[src/rtl/relogio_expediente.sv]
// relogio_expediente - HH:MM clock with time load handshake and business-hours flag.
// Define RELOGIO_EXPEDIENTE_SECONDS_EN to add a seconds counter and the second output.
module relogio_expediente #(
  parameter int TICKS_PER_MIN = 50,
  parameter int OPEN_HOUR     = 8,
  parameter int CLOSE_HOUR    = 18
) (
  input  logic       clk_2,
  input  logic       reset,
  input  logic       set_req,
  input  logic [4:0] set_hour,
  input  logic [5:0] set_min,
  output logic       set_ack,
  output logic       set_err,
  output logic [4:0] hour,
  output logic [5:0] minute,
  output logic       expediente,
  output logic       day_end
`ifdef RELOGIO_EXPEDIENTE_SECONDS_EN
  , output logic [5:0] second
`endif
);

`ifdef RELOGIO_EXPEDIENTE_SECONDS_EN
  localparam int DIV = ((TICKS_PER_MIN / 60) >= 1) ? (TICKS_PER_MIN / 60) : 1;
`else
  localparam int DIV = TICKS_PER_MIN;
`endif
  localparam int             PW       = $clog2(DIV + 1);
  localparam logic [PW-1:0]  PRE_LAST = PW'(DIV - 1);
  localparam logic [4:0]     OPEN_H   = 5'(OPEN_HOUR);
  localparam logic [4:0]     CLOSE_H  = 5'(CLOSE_HOUR);

  typedef enum logic [1:0] {RUN, LOAD, HOLD} state_t;

  state_t        state_q, state_d;
  logic [PW-1:0] presc_q, presc_d;
  logic [4:0]    hour_q, hour_d;
  logic [5:0]    min_q, min_d;
  logic          ack_q, ack_d;
  logic          err_q, err_d;
  logic          day_end_q, day_end_d;
  logic          expediente_q;
  logic          min_tick;
  logic          load_ok;
`ifdef RELOGIO_EXPEDIENTE_SECONDS_EN
  logic [5:0]    sec_q, sec_d;
`endif

  assign load_ok = (set_hour <= 5'd23) && (set_min <= 6'd59);

  always_comb begin
    state_d   = state_q;
    presc_d   = presc_q;
    hour_d    = hour_q;
    min_d     = min_q;
    ack_d     = 1'b0;
    err_d     = 1'b0;
    day_end_d = 1'b0;
    min_tick  = 1'b0;
`ifdef RELOGIO_EXPEDIENTE_SECONDS_EN
    sec_d     = sec_q;
`endif
    case (state_q)
      RUN: begin
        if (presc_q == PRE_LAST) begin
          presc_d = '0;
`ifdef RELOGIO_EXPEDIENTE_SECONDS_EN
          if (sec_q == 6'd59) begin
            sec_d    = 6'd0;
            min_tick = 1'b1;
          end else begin
            sec_d = sec_q + 6'd1;
          end
`else
          min_tick = 1'b1;
`endif
        end else begin
          presc_d = presc_q + 1'b1;
        end
        // The tick of this cycle lands before a load request is serviced in LOAD.
        if (min_tick) begin
          if (min_q == 6'd59) begin
            min_d = 6'd0;
            if (hour_q == 5'd23) begin
              hour_d    = 5'd0;
              day_end_d = 1'b1;
            end else begin
              hour_d = hour_q + 5'd1;
            end
          end else begin
            min_d = min_q + 6'd1;
          end
        end
        if (set_req) state_d = LOAD;
      end
      LOAD: begin
        state_d = HOLD;
        if (load_ok) begin
          hour_d  = set_hour;
          min_d   = set_min;
          presc_d = '0;
          ack_d   = 1'b1;
`ifdef RELOGIO_EXPEDIENTE_SECONDS_EN
          sec_d   = 6'd0;
`endif
        end else begin
          err_d = 1'b1;
        end
      end
      HOLD: begin
        if (!set_req) state_d = RUN;
      end
      default: state_d = RUN;
    endcase
  end

  always_ff @(posedge clk_2 or negedge reset) begin
    if (!reset) begin
      state_q      <= RUN;
      presc_q      <= '0;
      hour_q       <= 5'd0;
      min_q        <= 6'd0;
      ack_q        <= 1'b0;
      err_q        <= 1'b0;
      day_end_q    <= 1'b0;
      expediente_q <= 1'b0;
`ifdef RELOGIO_EXPEDIENTE_SECONDS_EN
      sec_q        <= 6'd0;
`endif
    end else begin
      state_q      <= state_d;
      presc_q      <= presc_d;
      hour_q       <= hour_d;
      min_q        <= min_d;
      ack_q        <= ack_d;
      err_q        <= err_d;
      day_end_q    <= day_end_d;
      expediente_q <= (hour_d >= OPEN_H) && (hour_d < CLOSE_H);
`ifdef RELOGIO_EXPEDIENTE_SECONDS_EN
      sec_q        <= sec_d;
`endif
    end
  end

  assign set_ack    = ack_q;
  assign set_err    = err_q;
  assign hour       = hour_q;
  assign minute     = min_q;
  assign expediente = expediente_q;
  assign day_end    = day_end_q;
`ifdef RELOGIO_EXPEDIENTE_SECONDS_EN
  assign second     = sec_q;
`endif

endmodule

[config.mk]
export PLATFORM = sky130hd
export DESIGN_NAME = relogio_expediente
export DESIGN_NICKNAME = d
export VERILOG_FILES = /design/src/rtl/relogio_expediente.sv
export SDC_FILE = /design/constraint.sdc
export NUM_CORES = 1
export LEC_CHECK = 0
export CORE_ASPECT_RATIO = 1.25
export CORE_MARGIN = 2
export CORE_UTILIZATION = 50
export CTS_CLUSTER_SIZE = 24
export DETAILED_ROUTE_END_ITERATION = 12
export PLACE_DENSITY_LB_ADDON = 0.15
export SETUP_SLACK_MARGIN = 0.3
export SLEW_MARGIN = 20
export SYNTH_ARGS = -nofsm -noshare
export SYNTH_HDL_FRONTEND = slang
export SYNTH_SLANG_ARGS = --single-unit
[constraint.sdc]
create_clock -name clk_2 -period 2.4 [get_ports clk_2]
set_input_delay 0.72 -clock clk_2 [delete_from_list [all_inputs] [get_ports clk_2]]
set_output_delay 0.72 -clock clk_2 [all_outputs]
set_load 0.005 [all_outputs]
==> summary.txt <==
Timing
  • Min Tclk post-route: roughly 2.2 ns
  • Worst-case clock skew: around 0.0089 ns
  • Fin crit share: 0.911
  • Setup TNS Final: 0 ns
  • Final setup fails: 0
  • Worst Max-Slew Pin Slew: roughly 0.40 ns
  • Final Max Tran Viols: 0
  • Number of hold violations in the final report: 0
  • FMAX: 0.457 GHz
  • Final Worst Setup Slack: between 0.2 and 0.25 ns
  • RSZ-0062 raised after global routing: yes
  • Hold_ws: 0.561 ns
  • Slew HR: 0.734

Worst setup path
  • Startpoint types: primary input
  • Worst R2R Setup Slack: around 0.23 ns
  • Crit. End Element: register
  • Critical R2R Launch: minute[2]
  • Crit Path Max Fanout: 4
  • Crit path kind: in -> reg
  • R2R depth: 6
  • WP data arrival: 2.43 ns
  • Critical Path RT: between 2 and 3 ns
  • Reg2reg end: expediente

Pwr
  • Leak: just over 0.8 nW
  • VDD IR max: 0.000698 V
  • Power density over the cells: approximately 1100 mW/mm2
  • Total Power: roughly 2.0 mW

Synth
  • Post-synthesis average cell area: between 9 and 10 um2
  • Synth warnings: 0
  • Post-Syn Nets: around 160
  • Asr flop ratio synth: 1.00
  • Netlist cell types: 41
  • Synth Flop Type: dfrtp_1
  • Synthesized area: 0.00134 mm2
  • FF+latch count, synth: 23
  • Post-synth EDFFs: 0
  • Sequential area share after synthesis: 0.430
  • Mapped Cells: between 100 and 150

Floorplan
  • Core area: about 0.0025 mm2
  • Rows: 20
  • Die Ht: 61.8 um
  • Initial Utilization: 0.540
  • I/O pin cnt: 29
  • DIE WIDTH: between 50 and 60 um
  • Die Footprint: around 0.0031 mm2

Routing
  • Initial DRC count: 32
  • First-pass detailed-route iteration total: 4
  • Vias: roughly 1300
  • Vias per cell: between 5 and 6
  • Routed length per instance: between 10 and 15 um
  • DRC: 0
  • Final ANT Viol Nets: 0
  • Total Wirelength: approximately 3200 um

Final layout
  • ANT cells: 0
  • Area grow syn2layout: 37.7%
  • Fillers: 173
  • Util after Layout: 0.743
  • Final non-filler cell total: about 230
  • Share of cells above drive strength 1: 0.223
  • # nets final: about 210
  • Post-route cell area: ~0.0018 mm2

Clock tree
  • CTS tree: done
  • CTS root buffer: clkbuf_4
  • Bufs on Longest Clock Path: 2
  • CTS Hold Bufs: 0
  • Num CTS Buffers: 3
  • Clock Sinks: 23
  • Worst-path clk slew: 0.14 ns
  • Max H-tree Level: 1
  • Clock latency on the worst-skew pair: about 0.31 ns

Place
  • DP Wirelength: 2470 um
  • Placed cell areas: between 0.0015 and 0.002 mm2
  • Post-placement cell count: roughly 220
  • Place WS: -0.174 ns
  • Gpl congestion: 0.862
  • PortBufs: 28

GRT
  • Initial antenna violation count: 0
  • GR Overflow Total: 0
  • First-pass GRT wire length: approximately 5400 um
  • GR Util All Layers: 0.232
  • Vias in the first global route: between 1000 and 1500
  • Largest net degree at the start of global routing: 24

Hold path
  • WHS Endpoint: presc_q[3]
  • Hold Path Cell Cnt: 1
  • Hold Path Origin: presc_q[3]
  • Hold Path Class: reg -> reg

Flow run
  • Max-cap viol count: 0

Status
  • Status: complete, no violations
power breakdown:
group	leakage, nW	internal (mW)	switching [mW]	total, mW
clock network	0.0177	0.0622	0.120	0.183
logic	0.520	0.587	0.485	1.07
registers	0.289	0.547	0.178	0.726
total	0.827	1.20	0.784	1.98
repair_timing:
| item | CTS | global route |
|---|---|---|
| setup endpoints to repair | 3 | 6 |
| pin swaps | 4 | 0 |
| buffers inserted | 2 | 1 |
| endpoints found under the hold margin | 0 | 0 |
| gates resized for setup | 5 | 4 |
flip-flops by register name, indices dropped and copies added (netlist names):
name        count
minute          6
expediente      1
presc_q         6
set_ack         1
state_q         2
set_err         1
hour            5
day_end         1
cell usage after synthesis, drive strengths merged, types with 2 or more instances:
cell      n  share of area
a21oi     9          0.034
a31oi     3          0.014
and2      2         0.0094
and3      4          0.020
clkbuf    3         0.0084
dfrtp    23           0.43
ha        4          0.037
inv       6          0.019
mux2i     2          0.015
nand2    15          0.042
nand2b    2         0.0094
nand3     7          0.026
nand3b    3          0.017
nand4     4          0.030
nor2      8          0.022
nor3      5          0.019
nor3b     2          0.011
nor4      3          0.025
o21ai    14          0.052
o2bb2ai   2          0.013
o31ai     2          0.011
or2       5          0.023
worst max-delay path, cell delays in order:
cell             delay [ns]
clkdlybuf4s50_1        0.51
nand2_1                0.09
nand3_1                0.11
inv_2                  0.06
a32o_2                 0.21
a31o_2                 0.22
or3b_1                 0.37
mux2i_1                0.13
placed cells by master, fill, tap and decap left out, types with 2 or more instances in the layout:
cell	instances
nand4_1	3
nor3_1	5
nand2b_1	2
nand2_1	15
and2_1	2
clkdlybuf4s50_1	23
ha_1	4
and3_1	3
nand3_1	7
nand3b_1	3
nor4_1	2
buf_4	21
nor3b_1	2
a31oi_1	3
clkbuf_4	3
or2_2	5
inv_1	4
o21ai_0	14
a21oi_1	8
mux2i_1	2
o31ai_1	2
dlygate4sd2_1	4
o2bb2ai_1	2
nor2_1	8
dfrtp_1	22
area by class of cell:
| cell class | instances | area [um2] | area share |
|---|---|---|---|
| Tap cell | 33 | 41.3 | 0.0224 |
| Timing Repair Buffer | 50 | 447 | 0.243 |
| Sequential cell | 23 | 577 | 0.313 |
| Multi-Input combinational cell | 110 | 724 | 0.393 |
| Clock inverter | 1 | 5.00 | 0.00272 |
| Clock buffer | 3 | 22.5 | 0.0122 |
| Inverter | 6 | 25.0 | 0.0136 |
cell families after synthesis:
family | count (synthesis) | share of synthesized area
mux | 3 | 0.0234
buf+inv | 10 | 0.0309
flops | 23 | 0.430
simple gates | 65 | 0.301
compound gates | 38 | 0.177
fa+ha+maj | 4 | 0.0374
how the worst max path moves through the flow:
stage / slack (ns) / endpoint / startpoint
floorplan: 0.38 / expediente / set_min[5]
global placement: -0.13 / expediente / set_min[2]
detailed placement: -0.17 / expediente / set_min[2]
CTS: 0.21 / expediente / minute[2]
global route: 0.11 / expediente / minute[2]
finish: 0.21 / expediente / set_hour[4]
routing by layer:
metal	part of all wire	track usage	vias to the layer above	wire, um
li1	-	-	626	-
met2	0.55	0.436	32	1760
met5	0	0	-	0
met1	0.41	0.265	610	1320
met3	0.038	0.0383	2	123
met4	0.0075	0.0913	0	24
(Power assumes the default switching activity.)
